<file path="config.mk">
export PLATFORM = sky130hd
export DESIGN_NAME = pipe_reg_chain
export DESIGN_NICKNAME = d
export VERILOG_FILES = /design/src/rtl/pipe_reg_pkg.sv /design/src/rtl/pipe_reg_stage.sv /design/src/rtl/pipe_reg_chain.sv
export SDC_FILE = /design/constraint.sdc
export NUM_CORES = 1
export LEC_CHECK = 0
export ABC_AREA = 0
export BUFFER_PORTS_ARGS = -buffer_cell sky130_fd_sc_hd__clkbuf_2
export CAP_MARGIN = 10
export CORE_AREA = 8 8 45 47
export CTS_CLUSTER_SIZE = 14
export DETAILED_ROUTE_END_ITERATION = 7
export DIE_AREA = 0 0 53 55
export PLACE_DENSITY_LB_ADDON = 0.2
export RECOVER_POWER = 50
export SLEW_MARGIN = 10
export SYNTH_ARGS = -nofsm -noshare
export SYNTH_HDL_FRONTEND = slang
export SYNTH_SLANG_ARGS = --single-unit
</file>
<file path="constraint.sdc">
create_clock -name clk -period 1 [get_ports clk]
set_input_delay 0.05 -clock clk [delete_from_list [all_inputs] [get_ports clk]]
set_output_delay 0.05 -clock clk [all_outputs]
set_load 0.005 [all_outputs]
</file>
<file path="src/rtl/pipe_reg_pkg.sv">
// Shared types and helpers for the elastic pipeline register chain.
// Optional occupancy counter is enabled with the PIPE_REG_COUNT_EN macro.
package pipe_reg_pkg;

   localparam int PIPE_WIDTH_DEFAULT  = 2;
   localparam int PIPE_STAGES_DEFAULT = 2;

   // Layout template for a stage word: flag sits above the data bits.
   typedef struct packed {
      logic                          flag;
      logic [PIPE_WIDTH_DEFAULT-1:0] data;
   } pipe_word_t;

   function automatic int cnt_w(input int stages);
      return $clog2(stages + 1);
   endfunction

endpackage

</file>
<file path="src/rtl/pipe_reg_stage.sv">
// One elastic stage: valid bit plus {flag,data} word with hold/load select.
// Flush clears only the valid bit; the word registers keep their contents.
module pipe_reg_stage
   import pipe_reg_pkg::*;
#(
   parameter int WIDTH = PIPE_WIDTH_DEFAULT
) (
   input  logic           clk,
   input  logic           rst,
   input  logic           adv_in,
   input  logic           flush,
   input  logic           up_valid_i,
   input  logic [WIDTH:0] up_word_i,
   output logic           valid_o,
   output logic [WIDTH:0] word_o
);

   logic           valid_q, valid_d;
   logic [WIDTH:0] word_q,  word_d;

   always_comb begin
      valid_d = valid_q;
      word_d  = word_q;
      if (flush) begin
         valid_d = 1'b0;
      end else if (adv_in) begin
         valid_d = up_valid_i;
         word_d  = up_word_i;
      end
   end

   always_ff @(posedge clk) begin
      if (rst) begin
         valid_q <= 1'b0;
         word_q  <= '0;
      end else begin
         valid_q <= valid_d;
         word_q  <= word_d;
      end
   end

   assign valid_o = valid_q;
   assign word_o  = word_q;

endmodule

</file>
<file path="src/rtl/pipe_reg_chain.sv">
// Elastic chain of STAGES registers with valid/ready, global load enable and flush.
// Define PIPE_REG_COUNT_EN to add the registered occupancy output 'count'.
module pipe_reg_chain
   import pipe_reg_pkg::*;
#(
   parameter int WIDTH  = PIPE_WIDTH_DEFAULT,
   parameter int STAGES = PIPE_STAGES_DEFAULT
) (
   input  logic             clk,
   input  logic             rst,
   input  logic             ld,
   input  logic             flush,
   input  logic             in_valid,
   output logic             in_ready,
   input  logic [WIDTH-1:0] in_data,
   input  logic             in_flag,
   output logic             out_valid,
   input  logic             out_ready,
   output logic [WIDTH-1:0] out_data,
   output logic             out_flag
`ifdef PIPE_REG_COUNT_EN
   ,
   output logic [cnt_w(STAGES)-1:0] count
`endif
);

   typedef struct packed {
      logic             flag;
      logic [WIDTH-1:0] data;
   } word_t;

   logic [STAGES:0]   adv;
   logic [STAGES-1:0] stageValid;
   word_t             stageWord [STAGES];
   word_t             inWord;

   assign inWord = '{flag: in_flag, data: in_data};

   // Ready ripples from the output back toward the input so bubbles collapse.
   always_comb begin
      adv         = '0;
      adv[STAGES] = out_ready;
      for (int i = STAGES - 1; i >= 0; i--) begin
         adv[i] = ld & ~flush & (~stageValid[i] | adv[i+1]);
      end
   end

   for (genvar g = 0; g < STAGES; g++) begin : gStage
      logic  upValid;
      word_t upWord;

      if (g == 0) begin : gHead
         assign upValid = in_valid;
         assign upWord  = inWord;
      end else begin : gBody
         assign upValid = stageValid[g-1];
         assign upWord  = stageWord[g-1];
      end

      pipe_reg_stage #(
         .WIDTH(WIDTH)
      ) uStage (
         .clk       (clk),
         .rst       (rst),
         .adv_in    (adv[g]),
         .flush     (flush),
         .up_valid_i(upValid),
         .up_word_i (upWord),
         .valid_o   (stageValid[g]),
         .word_o    (stageWord[g])
      );
   end

   assign in_ready  = adv[0];
   assign out_valid = stageValid[STAGES-1];
   assign out_data  = stageWord[STAGES-1].data;
   assign out_flag  = stageWord[STAGES-1].flag;

`ifdef PIPE_REG_COUNT_EN
   localparam int CW = cnt_w(STAGES);

   logic [CW-1:0] cnt_q, cnt_d;
   logic          accept, retire;

   assign accept = in_valid & adv[0];
   assign retire = out_valid & out_ready & ld & ~flush;

   // Up/down tracking of occupancy; simultaneous accept and retire cancel out.
   always_comb begin
      cnt_d = cnt_q;
      if (flush) begin
         cnt_d = '0;
      end else if (accept & ~retire) begin
         cnt_d = cnt_q + CW'(1);
      end else if (retire & ~accept) begin
         cnt_d = cnt_q - CW'(1);
      end
   end

   always_ff @(posedge clk) begin
      if (rst) begin
         cnt_q <= '0;
      end else begin
         cnt_q <= cnt_d;
      end
   end

   assign count = cnt_q;
`endif

endmodule
</file>
=== Word level (Yosys, flattened, before mapping) ===
Cells that the tools add are included.

* Bitwise gates (word level): 8
* $add $sub $neg: 0
* Shifts and indexed selects: 0
* Div/mod/pow operators: 0
* $lt $le $gt $ge: 0
* Reductions and logical operators: 3
* $mul: 0
* Equality and inequality tests: 0
* Mux-type cells: 0

{| class="wikitable"
|+ Operators with widths
! operator !! count
|-
| AND reduction 2 bit || 2
|-
| bitwise AND 1 bit || 3
|-
| NOT 1 bit || 3
|-
| OR 1 bit || 2
|-
| OR reduction 2 bit || 1
|}

* Memory bits (read-only): 0
* Bits in latches: 0
* Flip-flop bits (word level): 8
* Memories: 0
* Input port bits: 9
* Word-level logic and storage cells: 15
* RAM bits: 0

=== Depth between registers and ports, before layout ===
Gate-level depths: netlist (run 1).

* Word-level depth: 6
* Gate-level depth with buffers: 3
* Gate-level depth less buffers: 3

=== Cells and area by module ===
A second synthesis (run 1) with hierarchy kept.

* Cells, all modules: 36
* Area, all modules: 384.1 um^2

{| class="wikitable"
|+ Modules (own cells, without submodules)
! module !! area each (um^2) !! cells an instance !! instances
|-
| pipe_reg_stage || 181.4 || 16 || 2
|-
| pipe_reg_chain || 21.3 || 4 || 1
|}

=== Worst setup path after synthesis (run 1) ===
OpenSTA, ideal clock, no wires.

* Path kind: reg2reg
* From: register gStage[1].uStage.valid_q
* To: register gStage[0].uStage.word_q[0]
* Path slack: 0.086 ns
* Setup time: 0.072 ns
* Cell stages (with the launch flop): 4
* Clock period less this slack: 0.914 ns
* Data arrival time: 0.842 ns
* Path buffers: 0
* Cell sequence: dfxtp_1 > nor2b_4 > a21oi_4 > mux2i_1

* Cells in the longest elaborated chain, start to end: 6

{| class="wikitable"
|+ Ends and longest elaborated chain
! element !! RTL line !! source
|-
| from (decl) || pipe_reg_stage.sv:18 || <nowiki>logic valid_q, valid_d;</nowiki>
|-
| from (signal assigned) || pipe_reg_stage.sv:37 || <nowiki>valid_q <= valid_d;</nowiki>
|-
| NOT 1 bit || pipe_reg_chain.sv:44 || <nowiki>adv[i] = ld & ~flush & (~stageValid[i] | adv[i+1]);</nowiki>
|-
| OR 1 bit || pipe_reg_chain.sv:44 ||
|-
| bitwise AND 1 bit || pipe_reg_chain.sv:44 ||
|-
| OR 1 bit || pipe_reg_chain.sv:44 ||
|-
| bitwise AND 1 bit || pipe_reg_chain.sv:44 ||
|-
| via in_ready || pipe_reg_chain.sv:14 || <nowiki>output logic in_ready,</nowiki>
|-
| AND reduction 2 bit (no line) || n/a ||
|-
| to (signal assigned) || pipe_reg_stage.sv:38 || <nowiki>word_q <= word_d;</nowiki>
|-
| to (decl) || pipe_reg_stage.sv:19 || <nowiki>logic [WIDTH:0] word_q, word_d;</nowiki>
|}

The timed path passes the listed nets, and every way through them passes these cells.
A chain may end at the register's enable or synchronous reset.

=== Final worst setup path (run 1) ===
* From: register gStage[1].uStage.valid_q
* To: output in_ready

* Cells in the longest elaborated chain, start to end: 5

{| class="wikitable"
|+ Ends and longest elaborated chain
! element !! RTL line
|-
| NOT 1 bit || pipe_reg_chain.sv:44
|-
| OR 1 bit || pipe_reg_chain.sv:44
|-
| bitwise AND 1 bit || pipe_reg_chain.sv:44
|-
| OR 1 bit || pipe_reg_chain.sv:44
|-
| bitwise AND 1 bit || pipe_reg_chain.sv:44
|-
| to (decl) || pipe_reg_chain.sv:14
|}

Every way passes these cells.

==> results of run 1 <==
[layout make-up]
class | instances | area [sq um]
repair buffers | 16 | 85.1
flip-flops and latches | 8 | 161
fillers | 151 | 891
clock buffers | 3 | 22.5
multi-input cells | 29 | 204
well taps | 16 | 20.0
[stage by stage]
| stage | power, mW | std cells | instance area [sq um] |
|---|---|---|---|
| 2_1_floorplan | 0.380 | 38 | 368 |
| 3_3_place_gp | 0.413 | 66 | 449 |
| 3_5_place_dp | 0.412 | 66 | 449 |
| 4_1_cts | 0.662 | 72 | 495 |
| 5_1_grt | 0.687 | 72 | 493 |
| 6_report | 0.646 | 72 | 493 |
[synthesized netlist by cell type]
cell type and number:
a211oi_1 1, a21oi_1 3, a21oi_4 1, a22oi_1 1, and2b_2 1, clkbuf_1 1
dfxtp_1 8, mux2i_1 3, nand2_1 2, nand2b_1 7, nand2b_4 1, nand3_1 3
nor2b_4 1, nor3_1 1, o21ai_0 3, o21ai_1 1
[power breakdown]
group	internal, mW	switching [mW]
logic	0.0386	0.0337
clock network	0.137	0.101
registers	0.329	0.00639
total	0.505	0.141
[cells by family after synthesis]
kind of cell,synth area share [%]
simple gates,29.2
flops,43.5
compound gates,18.0
buf+inv,1.02
mux,8.16
[critical path: cells and delay by family (launching register included)]
family	cells	cell delay [ns]
DFF	1	0.31
AOI/OAI and AO/OA	1	0.12
buffers and inverters	1	0.13
and+or+nand+nor	1	0.13
[registers in the layout, indices dropped and copies added, names as in the netlist]
signal                 count
gStage.uStage.word_o       6
gStage.uStage.valid_o      2
[metal layers]
layer  wire [um]  track usage, %
met1         349            6.56
met5           0               0
met4           0            1.29
met2         382            9.77
met3          69            5.08
[final timing paths]
check        slack (ns)                               startpoint  cells past startpoint                                       to
max reg2reg        0.05    gStage[1].uStage.valid_o$_SDFFE_PP0P_                      4  gStage[0].uStage.word_o[0]$_SDFFE_PP0P_
max                0.01    gStage[1].uStage.valid_o$_SDFFE_PP0P_                      3                                 in_ready
min reg2reg        0.48  gStage[0].uStage.word_o[2]$_SDFFE_PP0P_                      2  gStage[1].uStage.word_o[2]$_SDFFE_PP0P_
min               0.006                                    flush                      2    gStage[1].uStage.valid_o$_SDFFE_PP0P_
[what timing repair did]
action	in CTS	in global routing
pin swaps	1	0
buffers inserted	3	0
setup endpoints to repair	1	3
resized for setup	1	0
==> results.md, run 1 <==
* Die Width at 53 um
* Routed WL at 802 um
* CP max-delay cell: dfxtp_2
* Tcrit/Tclk final at 99.0%
* # setup viols final at 0
* Unique cell type count in the Yosys netlist at 16
* Critical Path AT at 0.94 ns
* CP Capture Type: output port
* Clock Sinks at 8
* Outcome: finished, final reports clean
* GRT Overall Usage at 6.29%
* H-tree levels at 1
* Initial DRC count at 2
* Largest net degree at the start of global routing at 12
* Number of synthesized register bits at 8
* Rows at 14
* Port Buffers at 13
* Slew Limit Fails at 0
* Pleak at 0.201 nW
* Post-synthesis cell area at 368 sq um
* Hold Crit Class: in2reg
* Inserted Diodes at 0
* Maximum vdd drop at 0.713 mV
* Post-DR wirelength/cell at 11.1 um
* Clock transition at the registers of the reported paths at 0.05 ns
* Worst hold slack at 0.00601 ns
* RD Place Congestion at 0.681
* Util after Layout at 35.6%
* Synth top area cells: dfxtp_1 44%, nand2b_1 12%, mux2i_1 8.2%
* Clock Skew at 0.00127 ns
* Sum Neg Setup Slack at 0 ns
* Max-cap viol count at 0
* Post-DP HPWL at 656 um
* Slew @ Worst Pin at 0.176 ns
* Drt first pass iters at 4
* Maximum clock rate at 1010 MHz
* First-pass GRT wire length at 1.32 mm
* Clock Latency Late Sink at 0.25 ns
* Worst slack at placement at 0.0289 ns
* Sequential-to-total area share from yosys stat at 43.5%
* YS warnings at 0
* Critical Path Start Type: register
* CP max FO at 2
* Post-Syn Area per Cell at 9.68 sq um
* Power per cell area at 1310 nW/um^2
* CTS root buf: clkbuf_4
* Top cell type's share of synthesized area at 43.5%
* Via density at 4.54
* DR DRC count at 0
* Initial Util at 26.6%
* Vias in the first global route at 333
* TritonCTS Buffers at 3
* CTS max path bufs at 2
* Synthesized Nets at 47
* Critical Path RT at 0.95 ns
* Via Count at 327
* Initial antenna violation count at 0
* CTS tree: done
* Fin nets at 67
* Share of cells above drive strength 1 at 39.3%
* Post-synthesis cell count at 38
* Total die area at 2920 sq um
* Commonest non-fill, non-tap cell in the layout: clkbuf_2
* Die H at 55 um
* Hold Fails Final Rpt at 0
* RSZ-0062 raised after global routing: true
* CP Class: reg2out
* Core area at 1380 sq um
* Area delta synth->final at 34.0%
* Most frequent cells in the layout: 11 x clkbuf_2, 7 x nand2b_1, 7 x dfxtp_1
* Grt total ovfl at 0
* Largest stage delay on the critical path at 0.31 ns
* Hold buffer count at cts at 0
* Tmin final at 0.990 ns
* Top-Level Pins at 14
* Normalized max-slew margin at 88.2%
* Final setup margin at 0.00980 ns
* Crit path cell chain: nor2b_4, a21oi_4, clkbuf_2
* Final ANT Viol Nets at 0
* Leading area contributor after synthesis: dfxtp_1
Power figures use the tool's default switching activity.
==> run 2: changes to the inputs <==
BUFFER_PORTS_ARGS = unset   (was -buffer_cell sky130_fd_sc_hd__clkbuf_2)
DONT_BUFFER_PORTS = 1   (was unset)
SETUP_SLACK_MARGIN = 0.15   (was unset)
==> run 2 against run 1 <==
Effect of this change:
- clock skew is 0.0011 ns lower
- largest power group unchanged
- maximum frequency is 4.4% lower
- worst setup slack worse by 0.045 ns
- sequential power hardly changed
- the run now ends with setup timing left
- critical path type unchanged
==> results.md, run 2 (synthesized netlist as in run 1, its figures left out) <==
* Max-cap viol count at 0
* Critical Path Start Type: register
* Hold Fails Final Rpt at 0
* TritonCTS Buffers at 3
* Rows at 14
* Critical Path RT at 0.95 ns
* RD Place Congestion at 0.745
* Port Buffers at 0
* Routed WL at 855 um
* Outcome: complete, but fails checks
* CP max-delay cell: dfxtp_2
* Initial antenna violation count at 0
* Area delta synth->final at 39.5%
* Grt total ovfl at 0
* Clock Latency Late Sink at 0.25 ns
* H-tree levels at 1
* Pleak at 0.183 nW
* Crit-path leading delay family: flip-flops
* Largest net degree at the start of global routing at 11
* CTS root buf: clkbuf_4
* Crit path cell chain: nor2b_4, a21oi_4, buf_6
* CTS tree: done
* Top-Level Pins at 14
* Final setup margin at -0.0356 ns
* Initial DRC count at 4
* CP max FO at 4
* Die Width at 53 um
* Via density at 4.82
* Initial Util at 26.6%
* CP Class: reg2out
* RSZ-0062 raised after global routing: true
* Power per cell area at 1280 nW/um^2
* DR DRC count at 0
* Post-DP HPWL at 651 um
* GRT Overall Usage at 6.85%
* # setup viols final at 2
* CP Capture Type: output port
* Slew @ Worst Pin at 0.342 ns
* Worst path bufs/invs at 1
* Die H at 55 um
* Fillers at 142
* Largest stage delay on the critical path at 0.33 ns
* Power after layout at 656 uW
* Clock Sinks at 8
* Failing checks: setup timing
* First-pass GRT wire length at 1.39 mm
* Tcrit/Tclk final at 104%
* Normalized max-slew margin at 77.2%
* Fin nets at 61
* CTS max path bufs at 2
* Tmin final at 1.04 ns
* Clock transition at the registers of the reported paths at 0.05 ns
* Via Count at 318
* Share of cells above drive strength 1 at 24.0%
* Worst slack at placement at 0.0337 ns
* Slew Limit Fails at 0
* Final ANT Viol Nets at 0
* Hold Crit Class: in2reg
* Vias in the first global route at 328
* Critical Path AT at 0.99 ns
* Largest register FFs at 6
* Clock Skew at 0.000209 ns
* Drt first pass iters at 4
* Post-DR wirelength/cell at 13.0 um
* Most frequent cells in the layout: 7 x nand2b_1, 7 x dfxtp_1, 7 x dlygate4sd3_1
* Maximum vdd drop at 0.518 mV
* Total die area at 2920 sq um
* Core area at 1380 sq um
* Inserted Diodes at 0
* Maximum clock rate at 966 MHz
run 2: cell types whose count changed in the layout (fill, tap and decap cells not counted), sizes merged:
cell,before,now
dlygate4sd3,0,7
clkbuf,16,3
run 2: final timing paths:
| kind | from | end | slack [ns] | cells past startpoint |
|---|---|---|---|---|
| max | gStage[1].uStage.valid_o$_SDFFE_PP0P_ | in_ready | -0.04 | 3 |
| min | rst | gStage[0].uStage.word_o[0]$_SDFFE_PP0P_ | 0.007 | 2 |
| max reg2reg | gStage[1].uStage.valid_o$_SDFFE_PP0P_ | gStage[0].uStage.word_o[0]$_SDFFE_PP0P_ | -0.01 | 4 |
| min reg2reg | gStage[0].uStage.word_o[2]$_SDFFE_PP0P_ | gStage[1].uStage.word_o[2]$_SDFFE_PP0P_ | 0.48 | 2 |
run 2: layout make-up:
| class | instances | area, sq um | area share [%] |
|---|---|---|---|
| multi-input combinational | 29 | 209 | 40.7 |
| sequential | 8 | 161 | 31.5 |
| timing repair buffer | 10 | 100 | 19.5 |
| clock buffer | 3 | 22.5 | 4.39 |
| tap | 16 | 20.0 | 3.90 |
run 2: what timing repair did:
item,4_1_cts,5_1_grt
endpoints found under the hold margin,8,0
pin swaps,2,1
resized for setup,2,3
hold buffers,7,0
endpoints found under the setup margin,8,8
setup buffers,2,0
run 2: metal layers:
metal	part of all wire, %	track usage (%)
met1	41	5.82
met2	45	10.4
met3	14	6.68
met4	0	3.88
met5	0	0
run 2: where the power goes:
part / switching, mW / internal (mW) / leakage, nW
clock network: 0.104 / 0.137 / 0.0138
registers: 0.00721 / 0.329 / 0.0655
logic: 0.0296 / 0.0488 / 0.104
total: 0.141 / 0.515 / 0.183
run 2: worst reg2reg max path: stages, from the launching register on:
cell	delay (ns)
dfxtp_2	0.33
nor2b_4	0.14
a21oi_4	0.15
buf_6	0.13
mux2i_1	0.18
run 2: metrics by stage:
stage / instance area (sq um) / hold WS [ns] / setup TNS, ns / std cells / utilization (%)
after floorplan: 369 / 0.122 / 0 / 38 / -
after global placement: 393 / 0.123 / 0 / 54 / 28.4
after detailed placement: 393 / 0.126 / 0 / 54 / 28.4
after CTS: 504 / 0.000402 / -0.155 / 66 / 36.4
after global routing: 513 / 0.0377 / -0.273 / 66 / 37.1
final: 513 / 0.00699 / -0.0428 / 66 / 37.1
==> run 3: changes to the inputs <==
clock period = 1.2 ns   (was 1 ns; I/O delays follow)
==> run 3 against run 2 <==
Effect of this change:
- the run now ends clean
- sequential share of layout area up 2.1 points
- sequential power down 17%
- flip-flop and latch count unchanged
- clock skew up 0.0015 ns
- core utilization down 2.6 points
- global-route usage up 0.22 points
- critical path depth down 1
- first-iteration DRC count up 75%
- die area unchanged
- critical path type unchanged
- largest power group unchanged
==> results.md, run 3 (synthesized netlist as in run 1, its figures left out) <==
* Outcome: finished, final reports clean
* Power per cell area at 1120 nW/um^2
* # setup viols final at 0
* Area delta synth->final at 29.6%
* First-pass GRT wire length at 1.46 mm
* Fillers at 150
* Drt first pass iters at 4
* Final setup margin at 0.150 ns
* Tmin final at 1.05 ns
* Depth of the most critical reg-to-reg path at 3
* Sum Neg Setup Slack at 0 ns
* Max-cap viol count at 0
* Power after layout at 535 uW
* Largest register FFs at 6
* Clock Sinks at 8
* Maximum clock rate at 953 MHz
* DR DRC count at 0
* Critical Path Start Type: register
* Most frequent cells in the layout: 8 x dfxtp_1, 7 x nand2b_1, 7 x dlygate4sd3_1
* Rows at 14
* Multi-input gate area at 204 sq um
* Hold Crit Class: in2reg
* Post-DR wirelength/cell at 13.8 um
* Crit path launch: gStage[1].uStage.valid_o$_SDFFE_PP0P_
* CP Class: reg2out
* Fin nets at 58
* Flop2flop setup slack at 0.19 ns
* GRT Overall Usage at 7.06%
* H-tree levels at 1
* Initial antenna violation count at 0
* Final ANT Viol Nets at 0
* Pleak at 0.164 nW
* Final Cell Area at 477 sq um
* Placed cell areas at 384 sq um
* CP max FO at 5
* Die H at 55 um
* Hold path startpoint: rst
* Initial DRC count at 7
* Core area at 1380 sq um
* FF-to-FF Start: gStage[1].uStage.valid_o$_SDFFE_PP0P_
* Via Count at 310
* CTS root buf: clkbuf_4
* Clock Latency Late Sink at 0.25 ns
* Tcrit/Tclk final at 87.5%
* Critical Path RT at 1.14 ns
* Hold Fails Final Rpt at 0
* Worst hold path depth at 2
* Post-DP HPWL at 620 um
* Slew @ Worst Pin at 0.305 ns
* Inserted Diodes at 0
* CP Capture Type: output port
* R2r endpoint: gStage[0].uStage.valid_o$_SDFFE_PP0P_
* Slew Limit Fails at 0
* Share of cells above drive strength 1 at 14.9%
* Grt total ovfl at 0
* CTS max path bufs at 2
* RD Place Congestion at 0.673
* Initial Util at 26.6%
* Port Buffers at 0
* Clock transition at the registers of the reported paths at 0.05 ns
* CTS tree: done
* TritonCTS Buffers at 3
* Top-Level Pins at 14
* Total die area at 2920 sq um
* Commonest non-fill, non-tap cell in the layout: dfxtp_1
* Critical Path AT at 0.99 ns
* Routed WL at 870 um
* Via density at 4.92
* RSZ-0062 raised after global routing: true
* Die Width at 53 um
* Clock Skew at 0.00175 ns
* Largest net degree at the start of global routing at 11
* Post-CTS setup buffers at 0
* Maximum vdd drop at 0.443 mV
* WHS Endpoint: gStage[0].uStage.word_o[1]$_SDFFE_PP0P_
* Vias in the first global route at 315
* Normalized max-slew margin at 79.6%
* Worst slack at placement at 0.204 ns
* Register area at 160 sq um
==> run 3: repair_timing <==
| item | in CTS | in global routing |
|---|---|---|
| endpoints found under the hold margin | 8 | 0 |
| pin swaps | 0 | 1 |
| endpoints found under the setup margin | 1 | 1 |
| resized for setup | 1 | 0 |
| hold buffers | 7 | 0 |
==> run 3: routing by layer <==
metal  GRT usage (%)  wire, um  up-vias
li1                -         -      151
met1            7.49       384      138
met2            10.4       384       19
met3            4.81        95        2
met4            3.88         4        0
met5               0         0        -
==> run 3: cell type report <==
cell class                      count  share of cell area, %
Multi-Input combinational cell     29                   42.8
Clock buffer                        3                   4.72
Tap cell                           16                   4.20
Sequential cell                     8                   33.6
Timing Repair Buffer                7                   14.7
==> run 3: critical path, cell delays in order, from the launching register on <==
cell     delay, ns
dfxtp_1       0.39
nor2b_4       0.24
a21oi_4       0.10
==> run 3: worst max path at each step <==
| stage | end | slack (ns) | cells after the start |
|---|---|---|---|
| global placement | gStage[0].uStage.word_o[0]$_SDFFE_PP0P_ | 0.21 | 3 |
| global route | in_ready | 0.09 | 2 |
| floorplan | gStage[0].uStage.word_o[0]$_SDFFE_PP0P_ | 0.29 | 3 |
| CTS | in_ready | 0.16 | 2 |
| detailed placement | gStage[0].uStage.word_o[1]$_SDFFE_PP0P_ | 0.20 | 3 |
| finish | in_ready | 0.15 | 2 |
==> run 3: through the flow <==
| step | util (%) | hold WS [ns] | std cells |
|---|---|---|---|
| final | 34.4 | 0.0117 | 63 |
| after detailed placement | 27.8 | 0.135 | 53 |
| after floorplan | - | 0.138 | 38 |
| after CTS | 34.5 | 0.00172 | 63 |
| after global routing | 34.4 | 0.00681 | 63 |
| after global placement | 27.8 | 0.136 | 53 |
==> run 3: where the power goes <==
part	switching, mW	total, mW	internal (mW)
registers	0.00616	0.281	0.274
logic	0.0220	0.0559	0.0339
clock network	0.0848	0.199	0.114
